--- config.mk ---
export PLATFORM = sky130hd
export DESIGN_NAME = boot_rom_if
export DESIGN_NICKNAME = d
export VERILOG_FILES = /design/src/rtl/boot_rom_pkg.sv /design/src/rtl/boot_rom_resp_fifo.sv /design/src/rtl/boot_rom_if.sv
export SDC_FILE = /design/constraint.sdc
export NUM_CORES = 1
export LEC_CHECK = 0
export CAP_MARGIN = 15
export CORE_ASPECT_RATIO = 0.75
export CORE_UTILIZATION = 40
export CTS_BUF_LIST = sky130_fd_sc_hd__clkbuf_8
export DETAILED_ROUTE_END_ITERATION = 8
export MAX_ROUTING_LAYER = met4
export PLACE_DENSITY = 0.76
export SYNTH_ARGS = -nofsm -noshare
export SYNTH_HDL_FRONTEND = slang
export SYNTH_SLANG_ARGS = --single-unit
export TNS_END_PERCENT = 100
--- constraint.sdc ---
create_clock -name CLK -period 3.1 [get_ports CLK]
set_input_delay 0.62 -clock CLK [delete_from_list [all_inputs] [get_ports CLK]]
set_output_delay 0.62 -clock CLK [all_outputs]
set_load 0.01 [all_outputs]
--- src/rtl/boot_rom_pkg.sv ---
`default_nettype none
// +----------------------------------------------------------------------+
// | boot_rom_pkg                                                         |
// | Shared constants and response payload type for the boot ROM port.    |
// | Revision: 1.0                                                        |
// +----------------------------------------------------------------------+
package boot_rom_pkg;

  localparam logic [31:0] BOOT_ROM_BASE  = 32'h0000_8000;
  localparam int unsigned BOOT_ROM_DEPTH = 548;
  localparam int unsigned BOOT_ROM_AW    = 10;

  typedef struct packed {
    logic [31:0] data;
    logic        err;
  } boot_rom_resp_t;

endpackage
`default_nettype wire

--- src/rtl/boot_rom_resp_fifo.sv ---
`default_nettype none
// +----------------------------------------------------------------------+
// | boot_rom_resp_fifo                                                   |
// | Two-entry response buffer; same-cycle push and pop are allowed.      |
// | Revision: 1.0                                                        |
// +----------------------------------------------------------------------+
module boot_rom_resp_fifo
  import boot_rom_pkg::*;
(
  input  logic           clk,
  input  logic           rst,
  input  logic           push,
  input  boot_rom_resp_t push_data,
  input  logic           pop,
  output boot_rom_resp_t pop_data,
  output logic [1:0]     cnt
);

  boot_rom_resp_t mem_q [2];
  boot_rom_resp_t mem_d [2];
  logic           wr_ptr_q, wr_ptr_d;
  logic           rd_ptr_q, rd_ptr_d;
  logic [1:0]     cnt_q, cnt_d;

  always_comb begin
    mem_d    = mem_q;
    wr_ptr_d = wr_ptr_q;
    rd_ptr_d = rd_ptr_q;
    if (push) begin
      mem_d[wr_ptr_q] = push_data;
      wr_ptr_d        = ~wr_ptr_q;
    end
    if (pop) begin
      rd_ptr_d = ~rd_ptr_q;
    end
    cnt_d = cnt_q + {1'b0, push} - {1'b0, pop};
  end

  always_ff @(posedge clk) begin
    if (rst) begin
      wr_ptr_q <= 1'b0;
      rd_ptr_q <= 1'b0;
      cnt_q    <= 2'd0;
    end else begin
      wr_ptr_q <= wr_ptr_d;
      rd_ptr_q <= rd_ptr_d;
      cnt_q    <= cnt_d;
    end
  end

  // Payload storage needs no reset: entries are only read while counted.
  always_ff @(posedge clk) begin
    mem_q <= mem_d;
  end

  assign pop_data = mem_q[rd_ptr_q];
  assign cnt      = cnt_q;

  a_no_overflow : assert property (@(posedge clk) disable iff (rst)
    !(push && !pop && cnt_q == 2'd2));
  a_no_underflow : assert property (@(posedge clk) disable iff (rst)
    !(pop && cnt_q == 2'd0));

endmodule
`default_nettype wire

--- src/rtl/boot_rom_if.sv ---
`default_nettype none
// +----------------------------------------------------------------------+
// | boot_rom_if                                                          |
// | Bus front end for the boot ROM: in-order word reads, error replies.  |
// | Define BOOT_ROM_IF_ERR_EN to enable address/write error decoding.    |
// | Revision: 1.0                                                        |
// +----------------------------------------------------------------------+
module boot_rom_if
  import boot_rom_pkg::*;
#(
  parameter logic [31:0] BASE_ADDR = BOOT_ROM_BASE,
  parameter int unsigned ROM_DEPTH = BOOT_ROM_DEPTH,
  parameter int unsigned ROM_AW    = BOOT_ROM_AW
) (
  input  logic              CLK,
  input  logic              RST,
  input  logic              REQ,
  output logic              GNT,
  input  logic [31:0]       ADDR,
  input  logic              WE,
  output logic              RVALID,
  input  logic              RREADY,
  output logic [31:0]       RDATA,
  output logic              ERR,
  output logic              ROM_CSN,
  output logic [ROM_AW-1:0] ROM_A,
  input  logic [31:0]       ROM_Q
);

  localparam logic [31:0] ROM_BYTES = 32'(ROM_DEPTH) << 2;

  logic           s1_valid_q, s1_valid_d;
  logic           s1_err_q, s1_err_d;
  logic [31:0]    off;
  logic [ROM_AW-1:0] idx;
  logic           bad;
  logic           rom_rd;
  logic [1:0]     fifo_cnt;
  logic           fifo_push, fifo_pop;
  boot_rom_resp_t fifo_head, s1_resp, head;

  always_comb begin
    off = ADDR - BASE_ADDR;
    idx = off[ROM_AW+1:2];
`ifdef BOOT_ROM_IF_ERR_EN
    bad = (ADDR < BASE_ADDR) || (off[1:0] != 2'b00) || (off >= ROM_BYTES) || WE;
`else
    bad = 1'b0;
`endif
  end

  logic unused_ok;
  assign unused_ok = ^{WE, off[31:ROM_AW+2], off[1:0]};

  always_comb begin
    // Grant depends only on REQ and occupancy so it never waits on RREADY.
    GNT        = REQ && (({1'b0, fifo_cnt} + {2'b00, s1_valid_q}) < 3'd2);
    rom_rd     = GNT && !bad;
    ROM_CSN    = !rom_rd;
    ROM_A      = rom_rd ? idx : '0;
    s1_valid_d = GNT;
    s1_err_d   = GNT && bad;

    s1_resp.data = s1_err_q ? 32'd0 : ROM_Q;
    s1_resp.err  = s1_err_q;
    head         = (fifo_cnt != 2'd0) ? fifo_head : s1_resp;

    RVALID = (fifo_cnt != 2'd0) || s1_valid_q;
    RDATA  = RVALID ? head.data : 32'd0;
    ERR    = RVALID && head.err;

    // s1 bypasses the buffer only when it is the head and is taken now.
    fifo_pop  = (fifo_cnt != 2'd0) && RREADY;
    fifo_push = s1_valid_q && ((fifo_cnt != 2'd0) || !RREADY);
  end

  always_ff @(posedge CLK) begin
    if (RST) begin
      s1_valid_q <= 1'b0;
      s1_err_q   <= 1'b0;
    end else begin
      s1_valid_q <= s1_valid_d;
      s1_err_q   <= s1_err_d;
    end
  end

  boot_rom_resp_fifo u_resp_fifo (
    .clk       (CLK),
    .rst       (RST),
    .push      (fifo_push),
    .push_data (s1_resp),
    .pop       (fifo_pop),
    .pop_data  (fifo_head),
    .cnt       (fifo_cnt)
  );

endmodule
`default_nettype wire

* After elaboration in Yosys (flattened, before gate mapping)
Index checks and enable logic that the tools add are counted.
Cells by class: add/subtract/negate cells 4, order comparisons 4, mux-type cells 9, bitwise gates (word level) 4, reductions and logical operators 10
Operator list (count):
- $mux W33 | 5
- $bwmux W66 | 1
- $demux W33 S1 | 1
- $mux W32 | 1
- $sub A12 B1 Y12 const B | 1
- $mux W10 | 1
- $logic_and A1 B1 Y1 | 5
- $ge A2 B2 Y1 const B | 2
- $not A1 Y2 | 2
- $add A2 B1 Y3 | 1
- $lt A3 B2 Y1 const B | 1
- $add A2 B1 Y2 | 1
- $logic_not A1 Y1 | 2
- $logic_or A1 B1 Y1 | 2
- $lt A2 B1 Y1 const B | 1
- $not A1 Y1 | 2
- $reduce_bool A2 Y1 | 1
- $sub A2 B1 Y2 | 1
Storage, ports and cells: register bits 71, input bits 69, output and inout port bits 46, word-level logic and storage cells 39

* Depth between registers and ports, before layout
Gate-level depths: netlist of the first run.
word-level depth 6, mapped depth 6

* Hierarchy
A second synthesis of the first run with hierarchy kept.
Second synthesis, totals: cells, all modules 257, area total of the unflattened synthesis 3464.6 µm²
By module, submodules not included:
- boot_rom_resp_fifo | times used 1, cells each 120, area an instance 2716.4 µm², seq. area each 2062.0 µm²
- boot_rom_if | times used 1, cells each 137, area an instance 748.2 µm², seq. area each 20.0 µm²

* Worst setup path after synthesis of the first run
No wires, ideal clock.
path kind input port to flip-flop, start point input RREADY, end point register u_resp_fifo.mem_q[34] (netlist name) (enable), data arrival time 2.296 ns, path slack 0.382 ns, stages 3, path buffers 0, cells stage by stage or3b_4 > nand2_4 > nor2_1
On the way: longest elaborated chain between the ends 3
Ends and longest elaborated chain:
- start: declaration | line boot_rom_if.sv:22 | input logic RREADY,
- $logic_not A1 Y1 | line boot_rom_if.sv:74 | fifo_push = s1_valid_q && ((fifo_cnt != 2'd0) || !RREADY);
- $logic_or A1 B1 Y1 | line boot_rom_if.sv:74
- $logic_and A1 B1 Y1 | line boot_rom_if.sv:74
- end signal: assignment | line boot_rom_resp_fifo.sv:53 | mem_q <= mem_d;
- end: declaration | line boot_rom_resp_fifo.sv:19 | boot_rom_resp_t mem_q [2];
Every way passes these cells. A chain may end at the register's enable or synchronous reset.

* Worst setup path in the final report of the first run
start point register u_resp_fifo.cnt_q[1] (netlist: u_resp_fifo.cnt[1]), end point output RDATA[18]
On the way: longest elaborated chain between the ends 3, elaborated cells on any way between the ends 4
Ends and longest elaborated chain:
- start: declaration | line boot_rom_resp_fifo.sv:23 | logic [1:0] cnt_q, cnt_d;
- start signal: assignment | line boot_rom_resp_fifo.sv:47 | cnt_q <= cnt_d;
- $reduce_bool A2 Y1 (*) | line boot_rom_if.sv:66, boot_rom_if.sv:68
- $mux W33 / $logic_or A1 B1 Y1 (equally long branches) | line boot_rom_if.sv:66, boot_rom_if.sv:68
- $mux W32 (*) | line boot_rom_if.sv:69 | RDATA = RVALID ? head.data : 32'd0;
- end: declaration | line boot_rom_if.sv:23 | output logic [31:0] RDATA,
Every way passes the cells marked *; elsewhere a longest branch is shown, timed or not.

==> run metrics, run 1 <==
worst-skew pair later-pin latency 0.33 ns; die area a little under 8000 um2; RR Endpoint u_resp_fifo.mem_q[31]$_DFFE_PP_; P_leak 1.38 nW; startpoint types register; unrepaired setup endpoints after global routing no; Synth cell types 28; dpl hpwl 4160 um; first-pass GRT wire length roughly 9600 um; mapped cell area 3000 um2; # rows 26; status finished clean; gr usage total 0.170; vias in the first global route 1977; Vias/cell 4.91; cts repair resizes 0; final hold viol count 0; final instance area 4190 um2; met2 wire len 2750 um; Die Span Y 77.0 um; setup_tns 0 ns; CP required about 2.5 ns; Final min period between 2 and 3 ns; IO Count 115; crit path from u_resp_fifo.cnt[1]$_SDFF_PP0_; CTS Root Cell clkbuf_8; Mapped Cells 218; endpoint class of the critical path primary output; overall routed net length approximately 6100 um; worst r2r src u_resp_fifo.cnt[1]$_SDFF_PP0_; CTS Buf Count 9; Max Freq 346 MHz; Min-Delay Startpoint u_resp_fifo.wr_ptr_q$_SDFFE_PP0P_; Filler Cells Inserted just under 600; CTS Hold Bufs 0; metal3 WL between 300 and 400 um; fin nets between 300 and 400; max-cap violations 0; #FFs+latches synth around 70; total congestion overflow 0; Hold Path Sink u_resp_fifo.wr_ptr_q$_SDFFE_PP0P_; Setup-failing EPs final 0; setup slack after layout 0.207 ns; antenna cell count 0; Setup WS pre-CTS 0.309 ns; Ys Warns 0; routed len/inst 14.8 um; critical path class register to primary output; top layer in use met4; max-slew violations 0; Worst Tran Pin Value 0.775 ns; clock sink count 69; sequential share of the synthesized area 0.674; drt pass-1 iters 4; Syn Area/Cell 13.8 um2; initial antenna violation count 0; Setup Buffers After CTS 0; Worst Hold Depth 2; Worst Skew 0.00678 ns; H-Tree Depth 3; Clock transition at path regs 0.06 ns; Worst IR Drop VDD ~0.00043 V; HP Class register to register; relative slew slack 0.484; routability cong. 0.752; r2r worst-path depth 2; area delta synth->final 39.5%; DP Area between 4000 and 5000 um2; internal reg-to-reg setup slack 1.30 ns; clk buf depth 2; 1st-iter DRT viols slightly above 80; die width 102 um; Final ANT Viol Nets 0; core footprint approximately 7000 um2; Pwr Density around 820 nW/um2; vias ~2000; Final Hold Slack 0.596 ns; largest net degree at the start of global routing 33; Syn Nets about 290; CTS tree done; # port buffers 90; Crit Path Max Fanout 26; fraction of layout cells with a size suffix above 1 0.0895; met1 wire length 2920 um; Initial Util 0.427; fin crit share 0.933; DRC viols 0; Worst Path Arrival 2.27 ns
synth_stat cells:
master    instances  area, um2
edfxtp_1         64       1920
nand3_1          33        165
o21ai_0          33        165
mux2i_1          32        320
and2_1           10       62.6
clkbuf_1          6       22.5
buf_2             5       25.0
dfxtp_1           5        100
inv_1             4       15.0
buf_4             3       22.5
nor2_1            3       11.3
nor2b_1           3       18.8
xor2_1            2       17.5
a211oi_2          1       12.5
a21boi_1          1       7.51
a21oi_1           1       5.00
a21oi_2           1       8.76
and3_2            1       7.51
clkbuf_4          1       7.51
clkbuf_8          1       13.8
conb_1            1       3.75
ha_1              1       12.5
mux2_1            1       11.3
nand2_4           1       11.3
nor2_2            1       6.26
nor3b_1           1       7.51
or3_2             1       7.51
or3b_4            1       11.3
final cells by class:
| cell class | instances | area [um2] | share of cell area |
|---|---|---|---|
| timing repair buffer | 98 | 973 | 0.233 |
| inverter | 4 | 15.0 | 0.00359 |
| multi-input combinational | 129 | 886 | 0.212 |
| clock buffer | 9 | 124 | 0.0296 |
| tap | 98 | 123 | 0.0293 |
| sequential | 69 | 2020 | 0.483 |
| clock inverter | 4 | 42.5 | 0.0102 |
logic make-up (layout without fill, tap and decap cells):
kind of cell	after synthesis	in the layout	synth area share
adders and majority gates	1	1	0.00417
and+or+nand+nor	55	55	0.103
AOI/OAI and AO/OA	37	37	0.0663
muxes	33	33	0.110
buffers and inverters	20	115	0.0354
xor gates and xnor gates	2	2	0.00584
other	1	1	0.00125
DFF	69	69	0.674
cells in the final DEF, fill, tap and decap left out, drive strengths merged:
master / Yosys / routed
a211oi: 1 / 1
a21boi: 1 / 1
a21oi: 2 / 2
and2: 10 / 10
and3: 1 / 1
buf: 8 / 8
bufinv: 0 / 1
clkbuf: 8 / 9
clkdlybuf4s50: 0 / 90
clkinv: 0 / 3
conb: 1 / 1
dfxtp: 5 / 5
edfxtp: 64 / 64
ha: 1 / 1
inv: 4 / 4
mux2: 1 / 1
mux2i: 32 / 32
nand2: 1 / 1
nand3: 33 / 33
nor2: 4 / 4
nor2b: 3 / 3
nor3b: 1 / 1
o21ai: 33 / 33
or3: 1 / 1
or3b: 1 / 1
xor2: 2 / 2
power breakdown:
group / internal [W] / switching, W
Combinational: 0.000816 / 0.000791
Clock: 0.000351 / 0.000293
Sequential: 0.00112 / 0.0000445
registers in the layout (all words and copies together) (netlist names):
register and count:
u_resp_fifo.mem_q 64, u_resp_fifo.cnt 2, s1_valid_q 1, u_resp_fifo.rd_ptr_q 1
u_resp_fifo.wr_ptr_q 1
routing by layer:
layer,GRT usage,up-vias
li1,-,997
met1,0.223,948
met2,0.249,63
met3,0.0556,8
met4,0.0514,0
met5,-,-
worst max-delay path: stages, from the launching register on:
cell and delay [ns]:
dfxtp_1 0.38, nor2_4 0.44, buf_4 0.34, nand3_1 0.10
o21ai_0 0.09, clkdlybuf4s50_1 0.58
through the flow:
| step | std cells | total power (W) | util |
|---|---|---|---|
| after detailed placement | 398 | 0.00280 | 0.572 |
| after global routing | 411 | 0.00363 | 0.596 |
| final | 411 | 0.00342 | 0.596 |
| after floorplan | 218 | 0.00201 | - |
| after global placement | 398 | 0.00278 | 0.572 |
| after CTS | 411 | 0.00346 | 0.596 |
worst max path at each step:
stage | end | slack (ns)
5_1_grt | RDATA[14] | 0.01
3_5_place_dp | ROM_A[2] | 0.31
3_3_place_gp | ROM_A[2] | 0.31
2_1_floorplan | u_resp_fifo.mem_q[34]$_DFFE_PP_ | 0.38
4_1_cts | RDATA[18] | 0.17
6_report | RDATA[18] | 0.21
No activity file was read; power rests on OpenSTA's default activity.
==> run 2, diff against run 1 <==
--- a/config.mk
+++ b/config.mk
@@ -8,8 +8,9 @@
 export CAP_MARGIN = 15
 export CORE_ASPECT_RATIO = 0.75
 export CORE_UTILIZATION = 40
-export CTS_BUF_LIST = sky130_fd_sc_hd__clkbuf_8
+export CTS_BUF_LIST = sky130_fd_sc_hd__clkbuf_2 sky130_fd_sc_hd__clkbuf_4 sky130_fd_sc_hd__clkbuf_8
 export DETAILED_ROUTE_END_ITERATION = 8
+export GPL_TIMING_DRIVEN = 1
 export MAX_ROUTING_LAYER = met4
 export PLACE_DENSITY = 0.76
 export SYNTH_ARGS = -nofsm -noshare
==> results of run 2 <==
The final DEF is identical to that of run 1; final timing and power are the same.
==> run 3, diff against run 2 <==
--- a/config.mk
+++ b/config.mk
@@ -12,7 +12,7 @@
 export DETAILED_ROUTE_END_ITERATION = 8
 export GPL_TIMING_DRIVEN = 1
 export MAX_ROUTING_LAYER = met4
-export PLACE_DENSITY = 0.76
+export PLACE_DENSITY = 0.81
 export SYNTH_ARGS = -nofsm -noshare
 export SYNTH_HDL_FRONTEND = slang
 export SYNTH_SLANG_ARGS = --single-unit
==> run 3 against run 2 <==
  * Clock power up 40%
  * Critical path type is now primary input to primary output
  * Utilization grew 0.94 points
  * Setup slack better by 0.075 ns
  * Total power rose by 7.2%
==> run metrics, run 3 (synthesis gave the netlist of run 1 again) <==
# port buffers 90; max-slew violations 0; first-pass GRT wire length 10200 um; dpl hpwl 4250 um; Worst Path Arrival 2.20 ns; clock sink count 69; Max Freq 355 MHz; Final min period about 2.8 ns; H-Tree Depth 3; Clock transition at path regs 0.07 ns; routability cong. 0.687; worst-skew pair later-pin latency 0.35 ns; total congestion overflow 0; die area 7860 um2; Final ANT Viol Nets 0; Initial Util 0.427; metal3 WL between 300 and 400 um; endpoint class of the critical path primary output; max FFs per register 64; DRC viols 0; top layer in use met4; Setup-failing EPs final 0; CP required ~2.5 ns; antenna cell count 0; CTS Hold Bufs 0; Die Span Y slightly below 80 um; Worst Hold Depth 2; Setup Buffers After CTS 0; largest net degree at the start of global routing 33; Worst Skew 0.00574 ns; vias in the first global route 2047; die width just over 100 um; Pwr Density 861 nW/um2; final hold viol count 0; fraction of layout cells with a size suffix above 1 0.102; CTS Buf Count 9; met1 wire length 2890 um; overall routed net length around 6400 um; cts repair resizes 0; 1st-iter DRT viols 79; startpoint types primary input; clk buf depth 2; initial antenna violation count 0; status finished clean; core footprint between 7000 and 8000 um2; fin crit share 0.909; drt pass-1 iters 4; max-cap violations 0; commonest cells after routing, fill and taps aside clkdlybuf4s50_1 (90), edfxtp_1 (64), o21ai_0 (33), nand3_1 (33), mux2i_1 (32); RR Endpoint u_resp_fifo.mem_q[61]$_DFFE_PP_; worst r2r src u_resp_fifo.cnt[1]$_SDFF_PP0_; internal reg-to-reg setup slack approximately 1.2 ns; area delta synth->final 41.7%; r2r worst-path depth 3; critical path class primary input to primary output; unrepaired setup endpoints after global routing no; setup_tns 0 ns; gr usage total 0.180; Crit Path Max Fanout 13; Worst IR Drop VDD 0.000386 V; Vias/cell 4.99; Worst Tran Pin Value between 0.9 and 1 ns; Largest Register u_resp_fifo.mem_q; fin nets 380; met2 wire len 3120 um; Filler Cells Inserted 570; P_leak 1.41 nW; most common cell after layout, fill and taps aside clkdlybuf4s50_1; Hold Path Sink u_resp_fifo.wr_ptr_q$_SDFFE_PP0P_; # rows 26; relative slew slack 0.335; Min-Delay Startpoint u_resp_fifo.wr_ptr_q$_SDFFE_PP0P_; CTS Root Cell clkbuf_8; IO Count between 100 and 150; HP Class register to register; vias 2060; Layout Utilization 0.605; CTS tree done; routed len/inst about 16 um
==> run 3: cell types whose count changed in the layout (fill, tap and decap cells not counted), sizes merged <==
cell	delta
clkbuf	+2
clkinv	-1
buf	-1
bufinv	+2
==> run 3: how the worst max path moves through the flow <==
stage / from / to / slack, ns / cells past startpoint
3_5_place_dp: REQ / ROM_A[8] / 0.28 / 6
3_3_place_gp: REQ / ROM_A[9] / 0.33 / 6
4_1_cts: REQ / ROM_A[8] / 0.27 / 6
6_report: REQ / ROM_A[8] / 0.28 / 6
5_1_grt: REQ / ROM_A[8] / 0.19 / 6
2_1_floorplan: RREADY / u_resp_fifo.mem_q[34]$_DFFE_PP_ / 0.38 / 3
==> run 3: critical path, stage by stage <==
cell and delay [ns]:
clkdlybuf4s50_1 0.45, inv_1 0.05, a211oi_2 0.19, buf_4 0.19
and2_1 0.14, clkdlybuf4s50_1 0.55
==> run 3: routing by layer <==
metal  vias up  track usage
met4         0       0.0514
met3        10       0.0611
met2        67        0.282
met5         -            -
met1       984        0.220
li1        999            -
==> run 3: through the flow <==
| stage | cell area [um2] | total power, W | setup slack, ns | hold slack [ns] | std cells |
|---|---|---|---|---|---|
| global route | 4250 | 0.00385 | 0.189 | 0.673 | 413 |
| finish | 4250 | 0.00366 | 0.282 | 0.604 | 413 |
| detailed placement | 4000 | 0.00279 | 0.282 | 0.582 | 397 |
| floorplan | 3000 | 0.00201 | 0.382 | 0.521 | 218 |
| global placement | 4000 | 0.00275 | 0.330 | 0.563 | 397 |
| CTS | 4250 | 0.00369 | 0.272 | 0.612 | 413 |
==> run 3: area by class of cell <==
cell class                 count  area, um2  area share
clock inverter                 5        108      0.0253
timing repair buffer          97        953       0.224
multi-input combinational    129        886       0.208
tap                           98        123      0.0288
clock buffer                  11        145      0.0341
sequential                    69       2020       0.476
inverter                       4       15.0     0.00353
==> run 3: power breakdown <==
group	internal (W)	switching (W)
clock	0.000568	0.000338
sequential	0.00112	0.0000494
combinational	0.000806	0.000780
